==> src/rtl/calc_pkg.sv <==
// Shared opcodes, sequencer states, error-bit positions and settle-latency
// selection for the accumulator calculator command sequencer.
package calc_pkg;

  localparam logic [3:0] OP_NOP    = 4'b0000;
  localparam logic [3:0] OP_ADD    = 4'b0010;
  localparam logic [3:0] OP_SUB    = 4'b0011;
  localparam logic [3:0] OP_MUL    = 4'b0100;
  localparam logic [3:0] OP_DIV    = 4'b0101;
  localparam logic [3:0] OP_MOD    = 4'b0110;
  localparam logic [3:0] OP_PRESET = 4'b1110;
  localparam logic [3:0] OP_RESET  = 4'b1111;

  localparam int ERR_OVF     = 0;
  localparam int ERR_DZERO   = 1;
  localparam int ERR_ILLEGAL = 2;

  localparam int LAT_W = 8;

  typedef enum logic [2:0] {
    ST_INIT,
    ST_IDLE,
    ST_SETTLE,
    ST_COMMIT,
    ST_REPORT,
    ST_HALT
  } state_t;

  function automatic logic is_legal(input logic [3:0] op);
    logic ok;
    case (op)
      OP_NOP, OP_ADD, OP_SUB, OP_MUL, OP_DIV, OP_MOD, OP_PRESET, OP_RESET: ok = 1'b1;
      default: ok = 1'b0;
    endcase
    return ok;
  endfunction

  function automatic logic [LAT_W-1:0] lat_sel(input logic [3:0] op, input int mul_lat,
                                              input int div_lat);
    logic [LAT_W-1:0] lat;
    case (op)
      OP_MUL:         lat = LAT_W'(mul_lat);
      OP_DIV, OP_MOD: lat = LAT_W'(div_lat);
      default:        lat = '0;
    endcase
    return lat;
  endfunction

endpackage

==> src/rtl/calc_cmd_fifo.sv <==
// DEPTH-entry synchronous command FIFO with full/empty flags; reset flushes
// the pointers only, stored words are simply abandoned.
module calc_cmd_fifo #(
  parameter int DEPTH = 4,
  parameter int WIDTH = 20
) (
  input  logic             clk,
  input  logic             srst,
  input  logic             push,
  input  logic [WIDTH-1:0] push_data,
  input  logic             pop,
  output logic [WIDTH-1:0] pop_data,
  output logic             full,
  output logic             empty
);

  localparam int AW = $clog2(DEPTH);

  logic [WIDTH-1:0] mem_q [DEPTH];
  logic [AW-1:0]    wr_ptr_q, wr_ptr_d;
  logic [AW-1:0]    rd_ptr_q, rd_ptr_d;
  logic [AW:0]      count_q, count_d;
  logic             push_en;
  logic             pop_en;

  assign full     = (count_q == (AW + 1)'(DEPTH));
  assign empty    = (count_q == '0);
  assign push_en  = push && !full;
  assign pop_en   = pop && !empty;
  assign pop_data = mem_q[rd_ptr_q];

  // Power-of-two depth lets the pointers wrap by plain overflow.
  always_comb begin
    wr_ptr_d = wr_ptr_q;
    rd_ptr_d = rd_ptr_q;
    count_d  = count_q;
    if (push_en) wr_ptr_d = wr_ptr_q + 1'b1;
    if (pop_en)  rd_ptr_d = rd_ptr_q + 1'b1;
    if (push_en && !pop_en)      count_d = count_q + 1'b1;
    else if (pop_en && !push_en) count_d = count_q - 1'b1;
  end

  always_ff @(posedge clk) begin
    if (srst) begin
      wr_ptr_q <= '0;
      rd_ptr_q <= '0;
      count_q  <= '0;
    end else begin
      wr_ptr_q <= wr_ptr_d;
      rd_ptr_q <= rd_ptr_d;
      count_q  <= count_d;
    end
  end

  always_ff @(posedge clk) begin
    if (push_en) mem_q[wr_ptr_q] <= push_data;
  end

endmodule

==> src/rtl/calc_sequencer.sv <==
// Feeds buffered host commands to the accumulator datapath one at a time,
// holding it with no-ops while slow units settle, and reports each result.
module calc_sequencer
  import calc_pkg::*;
#(
  parameter int DEPTH   = 4,
  parameter int MUL_LAT = 2,
  parameter int DIV_LAT = 1
) (
  input  logic        CLK,
  input  logic        RST,
  input  logic        CMD_VALID,
  output logic        CMD_READY,
  input  logic [3:0]  CMD_OP,
  input  logic [15:0] CMD_DATA,
  output logic [3:0]  DP_OP,
  output logic [15:0] DP_IN,
  input  logic [31:0] DP_OUT,
  input  logic [1:0]  DP_ERR,
  output logic        RES_VALID,
  output logic [31:0] RES_DATA,
  output logic [2:0]  RES_ERR,
  output logic [2:0]  STICKY_ERR,
  input  logic        CLR_ERR,
  input  logic        HALT_ON_ERR,
  output logic        BUSY
);

  state_t           state_q, state_d;
  logic [3:0]       cmd_op_q, cmd_op_d;
  logic [15:0]      dp_in_q, dp_in_d;
  logic [LAT_W-1:0] lat_cnt_q, lat_cnt_d;
  logic [2:0]       err_q, err_d;
  logic [2:0]       sticky_q, sticky_d;
  logic [31:0]      res_data_q, res_data_d;

  logic             fifo_push;
  logic             fifo_pop;
  logic [19:0]      fifo_rdata;
  logic             fifo_full;
  logic             fifo_empty;
  logic [3:0]       pop_op;
  logic [LAT_W-1:0] pop_lat;

  assign CMD_READY  = !fifo_full && (state_q != ST_INIT);
  assign fifo_push  = CMD_VALID && CMD_READY;
  assign pop_op     = fifo_rdata[19:16];
  assign pop_lat    = lat_sel(pop_op, MUL_LAT, DIV_LAT);
  assign DP_IN      = dp_in_q;
  assign RES_ERR    = err_q;
  assign STICKY_ERR = sticky_q;
  assign BUSY       = (state_q != ST_IDLE) || !fifo_empty;
  assign RES_DATA   = (state_q == ST_REPORT) ? DP_OUT : res_data_q;

  calc_cmd_fifo #(
    .DEPTH (DEPTH),
    .WIDTH (20)
  ) u_fifo (
    .clk       (CLK),
    .srst      (RST),
    .push      (fifo_push),
    .push_data ({CMD_OP, CMD_DATA}),
    .pop       (fifo_pop),
    .pop_data  (fifo_rdata),
    .full      (fifo_full),
    .empty     (fifo_empty)
  );

  always_comb begin
    state_d    = state_q;
    cmd_op_d   = cmd_op_q;
    dp_in_d    = dp_in_q;
    lat_cnt_d  = lat_cnt_q;
    err_d      = err_q;
    sticky_d   = sticky_q;
    res_data_d = res_data_q;
    DP_OP      = OP_NOP;
    RES_VALID  = 1'b0;
    fifo_pop   = 1'b0;

    case (state_q)
      ST_INIT: begin
        DP_OP   = OP_RESET;
        state_d = ST_IDLE;
      end
      ST_IDLE: begin
        if (!fifo_empty) begin
          fifo_pop = 1'b1;
          cmd_op_d = pop_op;
          // Illegal opcodes never reach the datapath, so DP_IN is left alone.
          if (!is_legal(pop_op)) begin
            err_d   = 3'b100;
            state_d = ST_REPORT;
          end else begin
            dp_in_d   = fifo_rdata[15:0];
            lat_cnt_d = pop_lat;
            state_d   = (pop_lat == '0) ? ST_COMMIT : ST_SETTLE;
          end
        end
      end
      ST_SETTLE: begin
        lat_cnt_d = lat_cnt_q - 1'b1;
        if (lat_cnt_q <= 1) state_d = ST_COMMIT;
      end
      ST_COMMIT: begin
        DP_OP               = cmd_op_q;
        err_d               = '0;
        err_d[ERR_OVF]      = ((cmd_op_q == OP_ADD) || (cmd_op_q == OP_SUB)) && DP_ERR[0];
        err_d[ERR_DZERO]    = ((cmd_op_q == OP_DIV) || (cmd_op_q == OP_MOD)) && DP_ERR[1];
        state_d             = ST_REPORT;
      end
      ST_REPORT: begin
        RES_VALID  = 1'b1;
        res_data_d = DP_OUT;
        sticky_d   = sticky_q | err_q;
        state_d    = (HALT_ON_ERR && (err_q != '0)) ? ST_HALT : ST_IDLE;
      end
      ST_HALT: begin
        if (CLR_ERR) state_d = ST_IDLE;
      end
      default: state_d = ST_INIT;
    endcase

    // A clear arriving with a report keeps the fresh error.
    if (CLR_ERR) sticky_d = (state_q == ST_REPORT) ? err_q : 3'b000;
  end

  always_ff @(posedge CLK) begin
    if (RST) begin
      state_q    <= ST_INIT;
      cmd_op_q   <= OP_NOP;
      dp_in_q    <= '0;
      lat_cnt_q  <= '0;
      err_q      <= '0;
      sticky_q   <= '0;
      res_data_q <= '0;
    end else begin
      state_q    <= state_d;
      cmd_op_q   <= cmd_op_d;
      dp_in_q    <= dp_in_d;
      lat_cnt_q  <= lat_cnt_d;
      err_q      <= err_d;
      sticky_q   <= sticky_d;
      res_data_q <= res_data_d;
    end
  end

endmodule

==> config.mk <==
export PLATFORM = sky130hd
export DESIGN_NAME = calc_sequencer
export DESIGN_NICKNAME = d
export VERILOG_FILES = /design/src/rtl/calc_pkg.sv /design/src/rtl/calc_cmd_fifo.sv /design/src/rtl/calc_sequencer.sv
export SDC_FILE = /design/constraint.sdc
export NUM_CORES = 1
export LEC_CHECK = 0
export ABC_AREA = 1
export CAP_MARGIN = 5
export CORE_MARGIN = 2
export CORE_UTILIZATION = 50
export CTS_CLUSTER_SIZE = 14
export DETAILED_ROUTE_END_ITERATION = 10
export MAX_ROUTING_LAYER = met4
export PLACE_DENSITY = 0.77
export REMOVE_ABC_BUFFERS = 1
export SLEW_MARGIN = 20
export SYNTH_ARGS = -nofsm -noshare
export SYNTH_HDL_FRONTEND = slang
export SYNTH_SLANG_ARGS = --single-unit
==> constraint.sdc <==
create_clock -name CLK -period 2.3 [get_ports CLK]
set_input_delay 0.46 -clock CLK [delete_from_list [all_inputs] [get_ports CLK]]
set_output_delay 0.46 -clock CLK [all_outputs]
set_load 0.05 [all_outputs]
After elaboration in Yosys (flattened, before gate mapping). Memories as Yosys holds them, arrays and structs flattened. A register that Yosys moved wholly into a read port is not among the register bits. Cells that the tools add are included.

Register bits: 76. Memory bits (read-only): 16. Bits in writable memories: 80. Memories kept: 2. Bits of input ports: 59.

Reductions and logical operators: 31. Add/sub/neg operators: 5. Multiplexer cells: 30. Magnitude comparators: 1. Eq/ne operators: 19. Bitwise logic cells: 2.

Memory list: u_fifo.mem_q (depth 4, width 20, read ports 1, clocked after memory_dff 1, write ports 1, RTL line calc_cmd_fifo.sv:19) `logic [WIDTH-1:0] mem_q [DEPTH];`; (name not given) (depth 16, width 1, read ports 1, clocked after memory_dff 0, write ports 0, RTL line calc_pkg.sv:31) `case (op)`.

Operator list (count): $mux W3 (12); $mux W32 (1); $eq A4 B3 Y1 const B (5); $pmux W3 S6 (1); $mux W8 (2); $pmux W8 S2 (1); $reduce_and A3 Y1 (4); $ne A2 B2 Y1 const B (5); $eq A3 B3 Y1 const B (3); $logic_and A1 B1 Y1 (9); $eq A4 B2 Y1 const B (2); $le A8 B1 Y1 const B (1); $logic_not A8 Y1 (1); $mux W1 (8); $pmux W4 S2 (1); $reduce_bool A2 Y1 (4); $sub A8 B1 Y8 const B (1); $eq A3 B2 Y1 const B (2); $logic_not A3 Y1 (2); $pmux W3 S2 (1); $reduce_bool A3 Y1 (2); $add A2 B1 Y2 const B (2); $logic_not A1 Y1 (4); $mux W2 (2); other kinds (10) (12).

Depth between registers and ports, before layout. Gate-level depths: netlist of the first run.

Word-level depth: 9. Mapped depth: 13.

By module. Synthesis of the first run repeated with hierarchy kept, for this count alone.

Cells, all modules: 684. Area total of the unflattened synthesis: 6503.7 sq um.

By module, submodules not included: calc_cmd_fifo (area an instance 3438.3 sq um, cells an instance 264, seq. area each 2582.5 sq um, instances 1); calc_sequencer (area an instance 3065.4 sq um, cells an instance 420, seq. area each 1381.3 sq um, instances 1).

Least setup slack after synthesis of the first run. No wires, ideal clock.

Kind: reg-to-reg. From: register state_q[2]. To: memory u_fifo.mem_q[0][0], enable pin. Data required time: 1903 ps. Path slack: -210 ps. Data arrival time: 2113 ps. Buffers on the path: 0. Period minus slack after synthesis: 2510 ps. Cell stages (with the launch flop): 7. Path through: dfxtp_1 inv_1 nand2_1 o31ai_1 inv_1 nand2_1 nor2_1.

Longest elaborated chain between the ends: 6.

Ends and longest elaborated chain: from (decl) (RTL line calc_sequencer.sv:29) `state_t state_q, state_d;`; from (signal assigned) (RTL line calc_sequencer.sv:138) `state_q <= state_d;`; $reduce_bool A3 Y1 (RTL line calc_sequencer.sv:45) `assign CMD_READY = !fifo_full && (state_q != ST_INIT);`; $logic_and A1 B1 Y1 (RTL line calc_sequencer.sv:45); named net CMD_READY (RTL line calc_sequencer.sv:13) `output logic CMD_READY,`; $logic_and A1 B1 Y1 (RTL line calc_sequencer.sv:46) `assign fifo_push = CMD_VALID && CMD_READY;`; $logic_and A1 B1 Y1 (RTL line calc_cmd_fifo.sv:28) `assign push_en = push && !full;`; $mux W1 (RTL line calc_cmd_fifo.sv:56) `if (push_en) mem_q[wr_ptr_q] <= push_data;`; $mux W1 (not written as such) (RTL line calc_cmd_fifo.sv:56); to (decl) (RTL line calc_cmd_fifo.sv:19).

The timed path passes the listed nets, and every way through them passes these cells.

Final worst setup path of the first run.
From: register state_q[1]. To: output port RES_DATA[29].

Longest elaborated chain between the ends: 2.

Ends and longest elaborated chain: $eq A3 B3 Y1 (RTL line calc_sequencer.sv:53) `assign RES_DATA = (state_q == ST_REPORT) ? DP_OUT : res_data_q;`; $mux W32; to (decl) (RTL line calc_sequencer.sv:21) `output logic [31:0] RES_DATA,`.

No other way between the ends.

==> metrics.md, run 1 <==
| Metric | Value |
|---|---|
| Pins Over Slew Limit | `0` |
| Slew @ Worst Pin | `roughly 0.62 ns` |
| Initial core utilization | `between 50% and 60%` |
| Dpl ws | `about 0.066 ns` |
| Root Buffer | `clkbuf_16` |
| CTS Buffer Depth | `2` |
| EDFF count, synth | `80` |
| Pwr Total | `about 13 mW` |
| MaxCap Viol Count | `0` |
| # rows | `just over 40` |
| Global-route wire length before repair | `24570 um` |
| Status | `finished with violations` |
| Syn. warnings | `0` |
| DRT iter0 DRCs | `300` |
| Max IR drop VDD | `roughly 1.1 mV` |
| CTS tree | `built` |
| Pwr per Cell Area | `~1500 nW/um2` |
| Layout area overhead | `38.27%` |
| DIE HEIGHT | `117.3 um` |
| Core Area | `roughly 13000 um2` |
| Hold/Removal Path Class | `flop to flop` |
| Post-Layout Cell Count | `slightly below 1k` |
| Port Buffers | `between 100 and 150` |
| WS Path Type | `flop to output port` |
| Tot GR Track Use | `a little under a quarter` |
| Mapped cell area | `6424 um2` |
| Leak pwr | `3.666 nW` |
| Worst Setup Start Kind | `flop` |
| CTS buffer count | `17` |
| Mean Syn Cell Area | `9.433 um2` |
| Final worst slack | `-0.05199 ns` |
| Largest stage delay, worst path | `0.33 ns` |
| Die W | `approximately 120 um` |
| Final worst clock skew | `0.01106 ns` |
| Post-CTS Setup Inserts | `0` |
| DP Cell Count | `~960` |
| Number of global-route vias before repair | `5196` |
| Die area | `13770 um2` |
| Routed len/inst | `15.56 um` |
| Synth top area share | `37.40%` |
| Seq/Total Area, Yosys | `61.71%` |
| Largest net degree at the start of global routing | `42` |
| Area leader, netlist | `edfxtp_1` |
| Post-synth cell types | `32` |
| Worst path slowest cell | `dfxtp_2` |
| Gr ovfl total | `0` |
| Final net count | `875` |
| Final antenna-violating net count | `0` |
| Final period util | `102.3%` |
| Post-cts hold buffer count | `0` |
| Setup_tns | `-0.05199 ns` |
| Slew margin rel. | `between 50 and 60%` |
| Final setup violation count | `1` |
| CTS H-tree lvls | `4` |
| Clk sinks | `approximately 160` |
| Failing checks | `setup timing` |
| Clk_lat worst skew | `0.42 ns` |
| Min-Delay Startpoint | `DP_IN[10]$_SDFFE_PP0P_` |
| Post-synthesis cell count | `approximately 700` |
| Final Hold Viols | `0` |
| Worst-path clk slew | `around 0.060 ns` |
| CP endpoint kind | `output port` |
| Vias per cell | `roughly 5.2` |
| Fraction of layout cells with a size suffix above 1 | `between 10% and 20%` |
| Ports | `120` |
| #FFs+latches synth | `between 150 and 200` |
| Fmax | `425.2 MHz` |
| Primary FF master, synth | `edfxtp_1` |
| Initial antenna violation count | `0` |
| Tmin final | `2.352 ns` |
| Antenna diode count | `0` |
| # DRC | `0` |
| Final Routed Wirelength | `between 15000 and 20000 um` |
| CP startpoint | `state_q[1]$_SDFFE_PP0P_` |
| Synth top area cells | `edfxtp_1, dfxtp_1, o21ai_0, nor2_1, inv_1` |
| Final Wtd Congestion | `0.8334` |
| Async SR Flop Fraction | `0%` |
| RSZ-0062 raised after global routing | `true` |
| Dpl hpwl | `a little under 10000 um` |
| Worst-path fanout max | `32` |
| Via count | `slightly above 5k` |
| Commonest cells post-synth | `o21ai_0, nor2_1, inv_1, edfxtp_1, nand2_1` |
| Cell with the most instances after synthesis | `o21ai_0` |
| CP Cell Sequence | `nor2_1 > nand2_1 > buf_4 > o21ai_0 > inv_1 > buf_12` |
| First-pass DRT Iterations | `5` |
| CP Data Arrival Time | `around 1.9 ns` |
| CP Data Required Time | `about 1.8 ns` |
==> what timing repair did <==
action,in CTS,in global routing
hold endpoints to repair,0,0
pin swaps,0,0
gates resized for setup,8,27
setup endpoints to repair,27,51
cloned,0,2
==> cells by family after synthesis <==
| logic type | synth area share, % |
|---|---|
| xor gates and xnor gates | 0.2727 |
| buffers and inverters | 7.207 |
| adders and majority gates | 1.675 |
| DFF | 61.71 |
| and+or+nand+nor | 15.95 |
| AOI/OAI and AO/OA | 13.19 |
==> stage by stage <==
stage	utilization (%)	hold slack (ns)	instance area [um2]
final	70.67	0.4432	8882
after global routing	70.67	0.4747	8882
after CTS	70.14	0.4456	8816
after detailed placement	65.58	0.4353	8243
after global placement	65.58	0.4306	8243
after floorplan	-	0.4367	6291
==> registers in the layout (all words and copies together), names as in the netlist, named ones only <==
register,cells
DP_IN,16
RES_ERR,3
STICKY_ERR,3
cmd_op_q,4
lat_cnt_q,8
res_data_q,32
state_q,3
u_fifo.count_q,3
u_fifo.mem_q,80
u_fifo.rd_ptr_q,2
u_fifo.wr_ptr_q,2
==> final timing paths <==
| path | to | slack (ns) | cells after the start |
|---|---|---|---|
| min | DP_IN[10]$_SDFFE_PP0P_ | 0.44 | 2 |
| min reg2reg | DP_IN[10]$_SDFFE_PP0P_ | 0.44 | 2 |
| max reg2reg | lat_cnt_q[3]$_SDFFE_PP0P_ | 0.15 | 12 |
| max | RES_DATA[29] | -0.05 | 6 |
==> critical path: cells and delay by family (launching register included) <==
family,cells,cell delay [ns]
buffers and inverters,3,0.55
flip-flops,1,0.33
AO/OA/AOI/OAI,1,0.31
AND/OR/NAND/NOR,2,0.26
==> cell type report <==
type / count / area, um2
well taps: 172 / 215.2
repair buffers: 136 / 1752
clock buffers: 20 / 456.7
clock inverters: 12 / 110.1
flip-flops and latches: 158 / 3970
fillers: 886 / 3686
inverters: 88 / 330.3
multi-input cells: 407 / 2048
==> layout by cell type, fill, tap and decap left out, types with 16 or more instances in the layout <==
cell / instances
dfxtp_1: 75
clkbuf_16: 18
o21ai_1: 16
nand3_1: 18
nor2_1: 84
nand2_1: 79
a21oi_1: 46
or2_2: 35
clkdlybuf4s50_1: 80
edfxtp_1: 80
o22ai_1: 16
o21ai_0: 76
inv_1: 79
buf_12: 41
==> power breakdown <==
group,switching (mW),internal (mW)
logic,4.14,2.68
registers,0.259,3.58
clock network,1.10,1.55
total,5.50,7.81
==> routing by layer <==
metal	wire, um	global-route usage [%]	vias up	part of all wire, %
met5	0	-	-	0
met3	705	5.982	13	4.6
met4	159	7.681	0	1.0
met1	6218	25.27	2459	40
met2	8364	40.72	143	54
li1	-	-	2514	-
(Power assumes the default switching activity.)
==> inputs of run 2 (changes only) <==
--- a/config.mk
+++ b/config.mk
@@ -9,7 +9,7 @@
 export CAP_MARGIN = 5
 export CORE_MARGIN = 2
 export CORE_UTILIZATION = 50
-export CTS_CLUSTER_SIZE = 14
+export CTS_CLUSTER_SIZE = 8
 export DETAILED_ROUTE_END_ITERATION = 10
 export MAX_ROUTING_LAYER = met4
 export PLACE_DENSITY = 0.77
==> results of run 2 <==
No change in the layout: final DEF, timing and power equal those of run 1.
==> inputs of run 3 (changes only) <==
--- a/config.mk
+++ b/config.mk
@@ -6,11 +6,13 @@
 export NUM_CORES = 1
 export LEC_CHECK = 0
 export ABC_AREA = 1
-export CAP_MARGIN = 5
+export CAP_MARGIN = 20
 export CORE_MARGIN = 2
 export CORE_UTILIZATION = 50
 export CTS_CLUSTER_SIZE = 8
 export DETAILED_ROUTE_END_ITERATION = 10
+export GPL_ROUTABILITY_DRIVEN = 1
+export GPL_TIMING_DRIVEN = 1
 export MAX_ROUTING_LAYER = met4
 export PLACE_DENSITY = 0.77
 export REMOVE_ABC_BUFFERS = 1
==> results of run 3 <==
No change in the layout: final DEF, timing and power equal those of run 1.
